## src/rtl/qpsk_frame_source.sv

```systemverilog
// Framed QPSK symbol source: preamble, sync word and PN payload on I/Q,
// one symbol every SPS clocks with strobe, phase and frame markers.
module qpsk_frame_source #(
   parameter int unsigned SPS       = 8,
   parameter int unsigned PRE_LEN   = 16,
   parameter int unsigned SYNC_LEN  = 16,
   parameter logic [31:0] SYNC_WORD = 32'h0000_F35A,
   parameter int unsigned PAY_LEN   = 256,
   parameter logic [12:0] GEN_POLY  = 13'b1_0000_1101_0001,
   parameter logic [11:0] SEED_I    = 12'h001,
   parameter logic [11:0] SEED_Q    = 12'h003
) (
   input  logic                     clock_5000,
   input  logic                     reset,
   input  logic                     enable,
   output logic                     sym_i,
   output logic                     sym_q,
   output logic                     sym_strobe,
   output logic [$clog2(SPS)-1:0]   sym_phase,
   output logic                     frame_start,
   output logic                     busy
);

   localparam int unsigned PW   = $clog2(SPS);
   localparam int unsigned MAX1 = (PRE_LEN > SYNC_LEN) ? PRE_LEN : SYNC_LEN;
   localparam int unsigned MAXL = (MAX1 > PAY_LEN) ? MAX1 : PAY_LEN;
   localparam int unsigned CW   = $clog2(MAXL + 1);

   typedef enum logic [1:0] {
      S_IDLE,
      S_PRE,
      S_SYNC,
      S_PAY
   } state_t;

   state_t          state_q, state_d;
   logic [CW-1:0]   cnt_q, cnt_d;
   logic [PW-1:0]   phase_q, phase_d;
   logic [11:0]     li_q, li_d;
   logic [11:0]     lq_q, lq_d;
   logic            si_q, si_d;
   logic            sq_q, sq_d;
   logic            stb_q, stb_d;
   logic            fs_q, fs_d;
   logic            busy_q, busy_d;

   logic            wrap;
   logic [CW-1:0]   cnt_n;
   logic [4:0]      sidx;

   function automatic logic [11:0] lfsr_step(input logic [11:0] v);
      return {v[10:0], 1'b0} ^ (v[11] ? GEN_POLY[11:0] : 12'h000);
   endfunction

   assign wrap  = (phase_q == PW'(SPS - 1));
   assign cnt_n = cnt_q + CW'(1);
   assign sidx  = 5'(SYNC_LEN - 1) - 5'(cnt_n);

   always_comb begin
      state_d = state_q;
      cnt_d   = cnt_q;
      phase_d = phase_q;
      li_d    = li_q;
      lq_d    = lq_q;
      si_d    = si_q;
      sq_d    = sq_q;
      stb_d   = 1'b0;
      fs_d    = 1'b0;
      busy_d  = busy_q;
      unique case (state_q)
         S_IDLE: begin
            si_d    = 1'b0;
            sq_d    = 1'b0;
            phase_d = '0;
            busy_d  = 1'b0;
            if (enable) begin
               state_d = S_PRE;
               cnt_d   = '0;
               si_d    = 1'b1;
               stb_d   = 1'b1;
               fs_d    = 1'b1;
               busy_d  = 1'b1;
            end
         end
         S_PRE: begin
            phase_d = phase_q + PW'(1);
            if (wrap) begin
               phase_d = '0;
               stb_d   = 1'b1;
               if (cnt_q == CW'(PRE_LEN - 1)) begin
                  state_d = S_SYNC;
                  cnt_d   = '0;
                  si_d    = SYNC_WORD[SYNC_LEN-1];
                  sq_d    = SYNC_WORD[SYNC_LEN-1];
               end else begin
                  cnt_d = cnt_n;
                  si_d  = ~cnt_n[0];
                  sq_d  = cnt_n[0];
               end
            end
         end
         S_SYNC: begin
            phase_d = phase_q + PW'(1);
            if (wrap) begin
               phase_d = '0;
               stb_d   = 1'b1;
               if (cnt_q == CW'(SYNC_LEN - 1)) begin
                  state_d = S_PAY;
                  cnt_d   = '0;
                  si_d    = li_q[11];
                  sq_d    = lq_q[11];
                  li_d    = lfsr_step(li_q);
                  lq_d    = lfsr_step(lq_q);
               end else begin
                  cnt_d = cnt_n;
                  si_d  = SYNC_WORD[sidx];
                  sq_d  = SYNC_WORD[sidx];
               end
            end
         end
         S_PAY: begin
            phase_d = phase_q + PW'(1);
            if (wrap) begin
               phase_d = '0;
               stb_d   = 1'b1;
               if (cnt_q == CW'(PAY_LEN - 1)) begin
                  // seeds reload so every frame repeats the same payload
                  li_d  = SEED_I;
                  lq_d  = SEED_Q;
                  cnt_d = '0;
                  if (enable) begin
                     state_d = S_PRE;
                     si_d    = 1'b1;
                     sq_d    = 1'b0;
                     fs_d    = 1'b1;
                  end else begin
                     state_d = S_IDLE;
                     si_d    = 1'b0;
                     sq_d    = 1'b0;
                     stb_d   = 1'b0;
                     busy_d  = 1'b0;
                  end
               end else begin
                  cnt_d = cnt_n;
                  si_d  = li_q[11];
                  sq_d  = lq_q[11];
                  li_d  = lfsr_step(li_q);
                  lq_d  = lfsr_step(lq_q);
               end
            end
         end
      endcase
   end

   always_ff @(posedge clock_5000) begin
      if (!reset) begin
         state_q <= S_IDLE;
         cnt_q   <= '0;
         phase_q <= '0;
         li_q    <= SEED_I;
         lq_q    <= SEED_Q;
         si_q    <= 1'b0;
         sq_q    <= 1'b0;
         stb_q   <= 1'b0;
         fs_q    <= 1'b0;
         busy_q  <= 1'b0;
      end else begin
         state_q <= state_d;
         cnt_q   <= cnt_d;
         phase_q <= phase_d;
         li_q    <= li_d;
         lq_q    <= lq_d;
         si_q    <= si_d;
         sq_q    <= sq_d;
         stb_q   <= stb_d;
         fs_q    <= fs_d;
         busy_q  <= busy_d;
      end
   end

   assign sym_i       = si_q;
   assign sym_q       = sq_q;
   assign sym_strobe  = stb_q;
   assign sym_phase   = phase_q;
   assign frame_start = fs_q;
   assign busy        = busy_q;

endmodule
```

## config.mk

```make
export PLATFORM = sky130hd
export DESIGN_NAME = qpsk_frame_source
export DESIGN_NICKNAME = d
export VERILOG_FILES = /design/src/rtl/qpsk_frame_source.sv
export SDC_FILE = /design/constraint.sdc
export NUM_CORES = 1
export LEC_CHECK = 0
export BUFFER_PORTS_ARGS = -buffer_cell sky130_fd_sc_hd__buf_2
export CAP_MARGIN = 20
export CORE_MARGIN = 8
export CORE_UTILIZATION = 30
export DETAILED_ROUTE_END_ITERATION = 10
export GPL_ROUTABILITY_DRIVEN = 0
export PLACE_DENSITY_LB_ADDON = 0.1
export RECOVER_POWER = 50
export SLEW_MARGIN = 40
export SYNTH_ARGS = -nofsm -noshare
export SYNTH_HDL_FRONTEND = slang
export SYNTH_SLANG_ARGS = --single-unit
export TNS_END_PERCENT = 10
```

## constraint.sdc

```tcl
create_clock -name clock_5000 -period 2.9 [get_ports clock_5000]
set_input_delay 0.58 -clock clock_5000 [delete_from_list [all_inputs] [get_ports clock_5000]]
set_output_delay 0.58 -clock clock_5000 [all_outputs]
set_load 0.02 [all_outputs]
```

* After elaboration in Yosys (flattened, before gate mapping)
Memories as Yosys holds them, arrays and structs flattened.
Index checks and enable logic that the tools add are counted.
** Cells by class
- Add/sub/neg operators :: 3
- Reduce and logical (&&, ||, !) cells :: 10
- Magnitude comparators :: 1
- Equal/unequal tests :: 15
- Bitwise gates (word level) :: 3
- Mux-type cells :: 56
** Operators with widths (count)
- $mux 12 :: 8
- $pmux 12 s2 :: 2
- $mux 9 :: 5
- $pmux 9 s3 :: 1
- $xor 12x8->12 :: 2
- $mux 1 :: 23
- $mux 8 :: 2
- $ne 2x2->1 const B :: 8
- $mux 2 :: 7
- $add 9x1->9 const B :: 1
- $eq 9x4->1 const B :: 1
- $eq 9x8->1 const B :: 1
- $pmux 1 s4 :: 2
- $pmux 2 s4 :: 1
- $reduce_and 4->1 :: 2
- $reduce_and 7->1 :: 1
- $lt 5x6->1 const B :: 1
- $pmux 3 s2 :: 1
- $reduce_and 3->1 :: 2
- $sub 4x5->5 const A :: 1
- $eq 2x2->1 const B :: 2
- $pmux 1 s2 :: 2
- $reduce_bool 2->1 :: 2
- $add 3x1->3 const B :: 1
- 9 further kinds :: 9
** Word-level totals
- Output and inout port bits :: 8
- Bits of input ports :: 3
- Memory bits (read-only) :: 32
- Register bits :: 43
- Memories kept :: 1
- Word-level logic and storage cells :: 99
** Memory list
- (name not given) :: words 32, bits a word 1, rd ports 1, clocked after Yosys merged registers in 0, wr ports 0, RTL line 117 : sq_d = SYNC_WORD[sidx];

* Depth between registers and ports, before layout
Gate-level depths: netlist of the first run.
- Depth after elaboration :: 7
- Depth in mapped cells :: 11
- Gate-level depth less buffers :: 10

* Worst setup path after synthesis of the first run
Ideal clock, no wire load.
- Path type :: register to register
- From :: reg cnt_q[1]
- To :: reg si_q, in the netlist sym_i
- Data required time :: 2.763 ns
- Clock period less this slack :: 2.259 ns
- Library setup time :: 0.137 ns
- Path buffers :: 1
- Stages on the path, launching flop included :: 12
- Arrival time :: 2.122 ns
- Setup slack :: 0.641 ns
- Cells stage by stage :: dfxtp_1 > ha_1 > buf_2 > nand2_1 > nor2_1 > and3_1 > ha_1 > mux2_2 > a221oi_1 > o21ai_0 > a32oi_1 > o31ai_1
** Between the ends
- Longest elaborated chain between the ends :: 7
- Elaborated cells on any way between the ends :: 13
- Those cells by class :: 2 x add/sub; 2 x eq/ne; 8 x mux; 1 x memory
** Ends and longest elaborated chain
- start: declaration :: RTL line 37 : logic [CW-1:0] cnt_q, cnt_d;
- start signal: assignment :: RTL line 169 : cnt_q <= cnt_d;
- $add 9x1->9 :: RTL line 56 : assign cnt_n = cnt_q + CW'(1);
- $sub 4x5->5 :: RTL line 57 : assign sidx = 5'(SYNC_LEN - 1) - 5'(cnt_n);
- $mem_v2 32x1
- $mux 1
- $mux 1 :: RTL line 107 : if (cnt_q == CW'(SYNC_LEN - 1)) begin
- $mux 1 :: RTL line 104 : if (wrap) begin
- $pmux 1 s4 (*) :: RTL line 70 : unique case (state_q)
- end signal: assignment :: RTL line 173 : si_q <= si_d;
- end: declaration :: RTL line 41 : logic si_q, si_d;
Mark *: on every way between the ends. The rest lies on a longest branch, timed or not. The select of a mux whose other input is x is not followed.
A chain may end at the register's enable or synchronous reset.

* Final worst setup path of the first run
- From :: reg cnt_q[0]
- To :: reg si_q, in the netlist sym_i
Same word-level chain as after synthesis.

==> results of run 1 <==
==> logic make-up after synthesis <==
| family | synth area share (%) |
|---|---|
| adder cells (fa/ha/maj) | 5.011 |
| XOR/XNOR | 2.728 |
| flip-flops | 38.31 |
| buffers and inverters | 6.292 |
| AND/OR/NAND/NOR | 26.23 |
| multiplexers | 0.9465 |
| AO/OA/AOI/OAI | 20.49 |
==> cells in the final DEF (no fill, tap or decap), drive strengths merged, types with 2 or more instances in the layout <==
cell type,n
a21oi,8
a221oi,2
nor2,15
a32oi,3
nor3b,3
buf,7
nor2b,6
and3,3
and2,3
nor3,2
inv,8
clkbuf,16
nand2,35
dfxtp,43
o31ai,3
nand4,15
xor2,7
a31oi,2
o21ai,34
nand3,17
nor4,3
ha,9
nand2b,5
a21boi,2
a211oi,4
o22ai,2
==> sequential cells by signal, indices dropped and copies added (netlist names) <==
signal       cells
li_q            12
lq_q            12
cnt_q            9
sym_phase        3
state_q          2
busy             1
frame_start      1
sym_i            1
sym_q            1
sym_strobe       1
==> through the flow <==
| step | power (mW) | instances | setup slack [ns] |
|---|---|---|---|
| global placement | 1.314 | 364 | 0.4792 |
| CTS | 1.732 | 372 | 0.3995 |
| floorplan | 1.146 | 269 | 0.6407 |
| global route | 1.809 | 372 | 0.2152 |
| detailed placement | 1.312 | 364 | 0.4125 |
| finish | 1.694 | 372 | 0.3824 |
==> power groups by stage <==
stage          combinational [mW]  clock (mW)  sequential (mW)
2_1_floorplan               0.436           0            0.710
3_3_place_gp                0.630           0            0.684
3_5_place_dp                0.626           0            0.685
4_1_cts                     0.630       0.431            0.671
5_1_grt                     0.671       0.458            0.679
6_report                    0.613       0.410            0.672
==> layout make-up <==
| cell class | instances | area, sq um | area share (%) |
|---|---|---|---|
| Sequential cell | 43 | 860.8 | 35.23 |
| Clock buffer | 6 | 82.58 | 3.379 |
| Clock inverter | 2 | 16.27 | 0.6656 |
| Tap cell | 99 | 123.9 | 5.069 |
| Multi-Input combinational cell | 197 | 1245 | 50.95 |
| Timing Repair Buffer | 17 | 85.08 | 3.482 |
| Inverter | 8 | 30.03 | 1.229 |
==> per-layer routing <==
layer  share of wire [%]  track usage, %  wire [um]  up-vias
li1                    -               -          -      970
met1                  50           13.56       2584      896
met2                  46           16.23       2373       22
met3                 2.3           2.431        118        6
met4                 1.1           3.499         59        0
met5                   0               0          0        -
==> path summary, 6_finish.rpt <==
path | from | end | slack [ns] | depth (start not counted)
max reg2reg | cnt_q[0] | sym_i | 0.38 | 10
max | cnt_q[0] | sym_i | 0.38 | 10
min | li_q[10] | li_q[10] | 0.46 | 2
min reg2reg | li_q[10] | li_q[10] | 0.46 | 2
==> worst max-delay path, cell delays in order, from the launching register on <==
cell and delay, ns:
dfxtp_1 0.50, ha_1 0.24, nand2_1 0.06, nor2_1 0.15
and3_1 0.21, ha_1 0.25, mux2_2 0.36, a221oi_1 0.23
o21ai_0 0.14, a32oi_1 0.17, o31ai_1 0.09
==> run summary, run 1 <==
The largest fanout on the critical path came out at 10. The die is 102.5 um tall. After the last flow step, the layout net total stands at 284. The effective utilization at floorplan came out at 30.98%.

Counting every net in the synthesized netlist gives 281. The relative area change from synthesis to final layout is 8.741%, and the reported max-cap violation count is 0. Entering global routing, the biggest net connects 41 pins.

The most repeated cell in the gate-level netlist after synthesis is dfxtp_1. The detailed-route DRC error count was 0. The logs give 4 for the first-pass iteration count of the detailed router and 0.006622 ns for the worst clock skew on the final layout. The logs give 2.68 ns for the arrival time at the worst endpoint and 0.0002557 V for the maximum VDD drop. Of the synthesized area, sequential elements account for 38.31%.

Headroom to the max-slew limit came out at 54.25%. The worst-margin pin slew works out to 0.6862 ns. During placement, the flow inserted port buffers numbering 10. The clock reaches the later pin of the worst-skew pair after 0.30 ns. Synthesis handed over a netlist of 269 instances.

After detailed placement, the total cell area comes to 0.002362 sq mm. The total length of routed wires is 5.136 mm, and the routed wirelength normalized by instance count is 13.81 um. The biggest area contributor in the post-synthesis netlist is dfxtp_1. Cells fill 33.69% of the core in the end. Clock tree synthesis inserted a total of 5 buffers. Each instance of the synthesized netlist takes up on average 8.354 sq um. The run gives 0 as the count of final setup violators. The flip-flop cell with the highest count after synthesis was dfxtp_1. The logs give 1.034 mW for the internal portion of total power and 3.07 ns for the data required time at the worst endpoint. The top cell type by area accounts for 38.31% of the synthesized area. The smallest hold slack was 0.4557 ns. Switching share of power: 38.97%. Counting along the longest clock path gives a buffer depth of 2. The number of max-slew violations in the final report was 0; the number of H-tree branching levels was 2. Per report_power, the combinational group accounts for 36.2% of the total.

Detailed placement finished with a half-perimeter wire length of 3.647 mm. The layout has 799 filler cells. The per-cell via count in the routed design is 5.091, and the net switching component of the power is 0.6603 mW. The tools report the hold violation total from the final report as 0. The critical path startpoint category was a flip-flop.

The tree built by TritonCTS fans out to 43 sinks. The ratio of final minimum period to clock period came out at 86.81%. The count of flip-flops with a built-in enable after synthesis came out at 0.

The synthesized netlist occupies a cell area of 0.002247 sq mm. The flip-flop and latch count after synthesis was 43. In this run the power density over the cells is 693.4 mW/mm^2. Timing would allow up to 0.3972 GHz.

The tools report the post-route setup TNS as 0 ns. The antenna diode count came out at 0. Ranked by instance count, the synthesized netlist is headed by 43 x dfxtp_1, 34 x nand2_1, 30 x o21ai_0, 17 x nand3_1. Synthesis instantiated 50 different standard cells from the library. The class of the tightest hold or removal check was flip-flop to flip-flop. Buffers added to address setup during post-CTS repair amount to 0. TritonCTS built the clock tree. The number of synthesis warnings came out at 0. The run finished with clean final reports.

Ranked by total cell area, the synthesized netlist is headed by dfxtp_1 38%, o21ai_0 6.7%, nand2_1 5.7%, ha_1 5.0%, nand4_1 4.2%. The leakage power total was 0.8691 nW. Pin placement for this block handled 11 I/O pins.

The worst setup path is captured at a flip-flop. Clock-pin slew was measured on the worst setup and hold paths at 0.09 ns. For this run, the total global-route usage over all layers was measured as 10.35%. The run gives 0 as the total congestion overflow.

The first routing iteration left 64 violations. Measured along the x axis, the die boundary spans 102.5 um. The finished cells cover 0.002444 sq mm. The run gives 1,733 as the via count of the first global-routing pass. The first global-routing pass estimated 8.618 mm of wire.

For the initial antenna violation count, the log shows 0. Cells with a size suffix above 1 make up 10.62% of the layout. In this run, flip-flops and latches consume 39.6% of the power. The tools report the hold buffer count at cts as 0. The floorplan die area is 0.01052 sq mm. The root buffer cell was clkbuf_8. The detailed router placed 1,894 vias in this run.

The number of gates given a new drive strength after cts is 0, and the residual antenna-violating net count after detailed routing is 0. Share of total power in the clock network: 24.2%. For the number of rows created at floorplan, the log shows 31.

Setup repair after global routing left no endpoint under its margin. The placeable core area came out at 0.007253 sq mm. The routed design could run at a clock period as short as 2.518 ns. The critical path is of the flip-flop to flip-flop type. The share of flip-flops with an asynchronous set or reset after synthesis works out to 0%.
No activity file was read; power rests on OpenSTA's default activity.
==> inputs of run 2 (changes only) <==
--- a/config.mk
+++ b/config.mk
@@ -11,8 +11,10 @@
 export CORE_UTILIZATION = 30
 export DETAILED_ROUTE_END_ITERATION = 10
 export GPL_ROUTABILITY_DRIVEN = 0
+export MAX_ROUTING_LAYER = met4
 export PLACE_DENSITY_LB_ADDON = 0.1
 export RECOVER_POWER = 50
+export REMOVE_ABC_BUFFERS = 1
 export SLEW_MARGIN = 40
 export SYNTH_ARGS = -nofsm -noshare
 export SYNTH_HDL_FRONTEND = slang
==> run 2 against run 1 <==
- first-iteration DRC count up 16%
- highest routed layer unchanged
- critical endpoint unchanged
- sequential share of layout area up 0.090 points
- via count increased by 1.2%
- largest cell class unchanged
- maximum frequency rose by 1.7%
- clock skew is 0.00073 ns lower
==> run summary, run 2 (same netlist as run 1, synthesis figures left out) <==
The die width was 102.5 um (unchanged); the hold violation total from the final report was 0 (unchanged). The most common library cell in the layout ignoring fill and taps is dfxtp_1 (unchanged). Total area of sequential cells: 860.8 sq um (unchanged). The setup fix buffers added after clock tree synthesis is 0 (unchanged), and the total congestion overflow is 0 (unchanged). The total buffers and inverters traversed by the critical path is 0 (unchanged). Critical path startpoint: cnt_q[3] (was cnt_q[0]). The pin count of the biggest net entering global routing came out at 41 (unchanged).

The first-pass iteration count of the detailed router was 4 (unchanged); the arrival time at the worst endpoint was 2.65 ns (was 2.68 ns). For the number of clock buffers inserted by TritonCTS, the log shows 5 (unchanged). For the number of rows created at floorplan, the log shows 31 (unchanged). Origin of the worst min-delay path: li_q[9] (was li_q[10]).

The slowest cell on the critical path was dfxtp_1 (unchanged). The tools report the worst clock skew on the final layout as 0.005897 ns (was 0.006622 ns). The total length of routed wires was 5.108 mm (was 5.136 mm). The logs give 0.001241 sq mm (was 0.001245 sq mm) for the area taken by multi-input logic gates and 0 (unchanged) for the reported max-cap violation count.

The tools report the DRC marker count from the first detailed-route iteration as 74 (was 64). The per-cell via count in the routed design is 5.151 (was 5.091). The number of gates given a new drive strength after cts was 0 (unchanged). The detailed-route DRC error count is 0 (unchanged). The tools report the endpoint class of the critical path as a flip-flop (unchanged). TritonCTS built the clock tree. The number of max-slew violations in the final report is 0 (unchanged), and the maximum cell stage delay along the critical path is 0.54 ns (was 0.50 ns). The ratio of final minimum period to clock period came out at 85.34% (was 86.81%). The run gives 0 ns (unchanged) as the post-route setup TNS. Class of the tightest hold or removal check: flip-flop to flip-flop (unchanged).

The time the worst path needs with I/O delays and setup was 2.475 ns (was 2.518 ns); the floorplan die area was 0.01052 sq mm (unchanged). The clock transition time at the flip-flop clock pins of the worst setup and hold paths is 0.09 ns (about the same). Critical path startpoint category: a flip-flop (unchanged).

For the net total in the final layout, the log shows 284 (unchanged). Most frequent cells in the layout: 43 x dfxtp_1, 34 x nand2_1, 31 x o21ai_0, 17 x nand3_1 (was 43 x dfxtp_1, 34 x nand2_1, 30 x o21ai_0, 17 x nand3_1). The data required time at the worst endpoint came out at 3.08 ns (was 3.07 ns). The die outline height was 102.5 um (unchanged); the relative area change from synthesis to final layout was 8.463% (was 8.741%). The antenna diode count came out at 0 (unchanged). The root buffer cell is clkbuf_8 (unchanged). The run finished with clean final reports. The via count of the first global-routing pass was 1,766 (was 1,733); the global-route total usage across every layer was 10.63% (was 10.35%).

The I/O pin count came out at 11 (unchanged). The class of the most critical setup path was flip-flop to flip-flop (unchanged). The run gives 8.611 mm (was 8.618 mm) as the global-route wire length before repair.

The initial antenna violation count is 0 (unchanged), and the clock latency at the later pin of the worst-skew pair is 0.30 ns (about the same). Remaining max-slew budget at the tightest pin: 63.83% (was 54.25%). Largest registers: li_q x12, lq_q x12, cnt_q x9 (unchanged). The effective utilization at floorplan came out at 30.98% (unchanged). Maximum VDD drop: 0.0004047 V (was 0.0002557 V).

Setup repair after global routing left no endpoint under its margin. The run gives 0 (unchanged) as the count of final setup violators. The quantity of I/O buffers inserted on ports came out at 10 (unchanged). The leakage power total was 0.8681 nW (was 0.8691 nW). The logs give 1.689 mW (was 1.694 mW) for the total design power and 0.4041 GHz (was 0.3972 GHz) for the peak clock frequency supported by timing. The routed wirelength normalized by instance count was 13.73 um (was 13.81 um). The tools report the residual antenna-violating net count after detailed routing as 0 (unchanged). The share of layout cells above drive strength 1 was 10.26% (was 10.62%).

The via total after detailed routing is 1,916 (was 1,894). List of cells traversed by the critical path: nand3_1 > nor2_1 > and3_1 > ha_1 > mux2_2 > a221oi_1 > o21ai_0 > a32oi_1 > o31ai_1 (was ha_1 > nand2_1 > nor2_1 > and3_1 > ha_1 > mux2_2 > a221oi_1 > o21ai_0 > a32oi_1 > o31ai_1). Worst-margin pin slew: 0.5378 ns (was 0.6862 ns). Largest fanout on the critical path: 10 (unchanged). The placeable core area is 0.007253 sq mm (unchanged), and the fill cell instance count of the final layout is 797 (was 799). The gate family responsible for the most delay along the worst path was simple AND/OR/NAND/NOR gates (was compound AO/OA/AOI/OAI gates). The run gives 3.528 mm (was 3.647 mm) as the sum of net half-perimeters after detailed placement.

The tools report the worst-case clock buffer depth as 2 (unchanged). Clock sink total: 43 (unchanged). The power density relative to cell area works out to 692.8 mW/mm^2 (was 693.4 mW/mm^2). Number of H-tree branching levels: 2 (unchanged).

The worst reg2reg path startpoint was cnt_q[3] (was cnt_q[0]). The tools report the hold buffer count at cts as 0 (unchanged).
==> run 2: worst paths after layout <==
| kind | end | slack, ns | depth (start not counted) |
|---|---|---|---|
| worst max-delay path | sym_i | 0.43 | 9 |
| worst min-delay path | li_q[9] | 0.46 | 2 |
| worst max register to register | sym_i | 0.43 | 9 |
| worst min register to register | li_q[9] | 0.46 | 2 |
==> run 2: per-layer routing <==
metal	vias to the layer above	wire length, um	global-route usage [%]
met5	-	0	-
met4	0	145	5.192
met3	14	114	2.228
met2	26	2261	15.63
met1	899	2586	13.52
li1	977	-	-
==> run 2: through the flow <==
| stage | cell area [sq um] | setup slack [ns] | util, % | instances | hold slack, ns |
|---|---|---|---|---|---|
| 6_report | 2437 | 0.4251 | 33.60 | 372 | 0.4557 |
| 5_1_grt | 2437 | 0.1067 | 33.60 | 372 | 0.4752 |
| 4_1_cts | 2460 | 0.4032 | 33.91 | 372 | 0.4621 |
| 3_5_place_dp | 2375 | 0.4229 | 32.74 | 364 | 0.4445 |
| 3_3_place_gp | 2375 | 0.4616 | 32.74 | 364 | 0.4423 |
| 2_1_floorplan | 2136 | 0.3902 | - | 248 | 0.4287 |
==> run 2: report_power, final <==
part / total [mW] / internal [mW] / leakage [nW] / switching (mW)
logic: 0.622 / 0.218 / 0.479 / 0.404
clock network: 0.393 / 0.169 / 0.0412 / 0.224
registers: 0.674 / 0.636 / 0.348 / 0.0375
==> run 2: tightest hold or removal path: stages (launching register included) <==
cell	delay (ns)
dfxtp_1	0.32
nand2_1	0.05
o21ai_1	0.05
==> run 2: final cells by class <==
cell class              count  area share (%)
multi-input cells         197           50.92
flip-flops and latches     43           35.32
well taps                  99           5.082
repair buffers             17           3.953
clock buffers               6           2.977
inverters                   8           1.232
clock inverters             2          0.5133
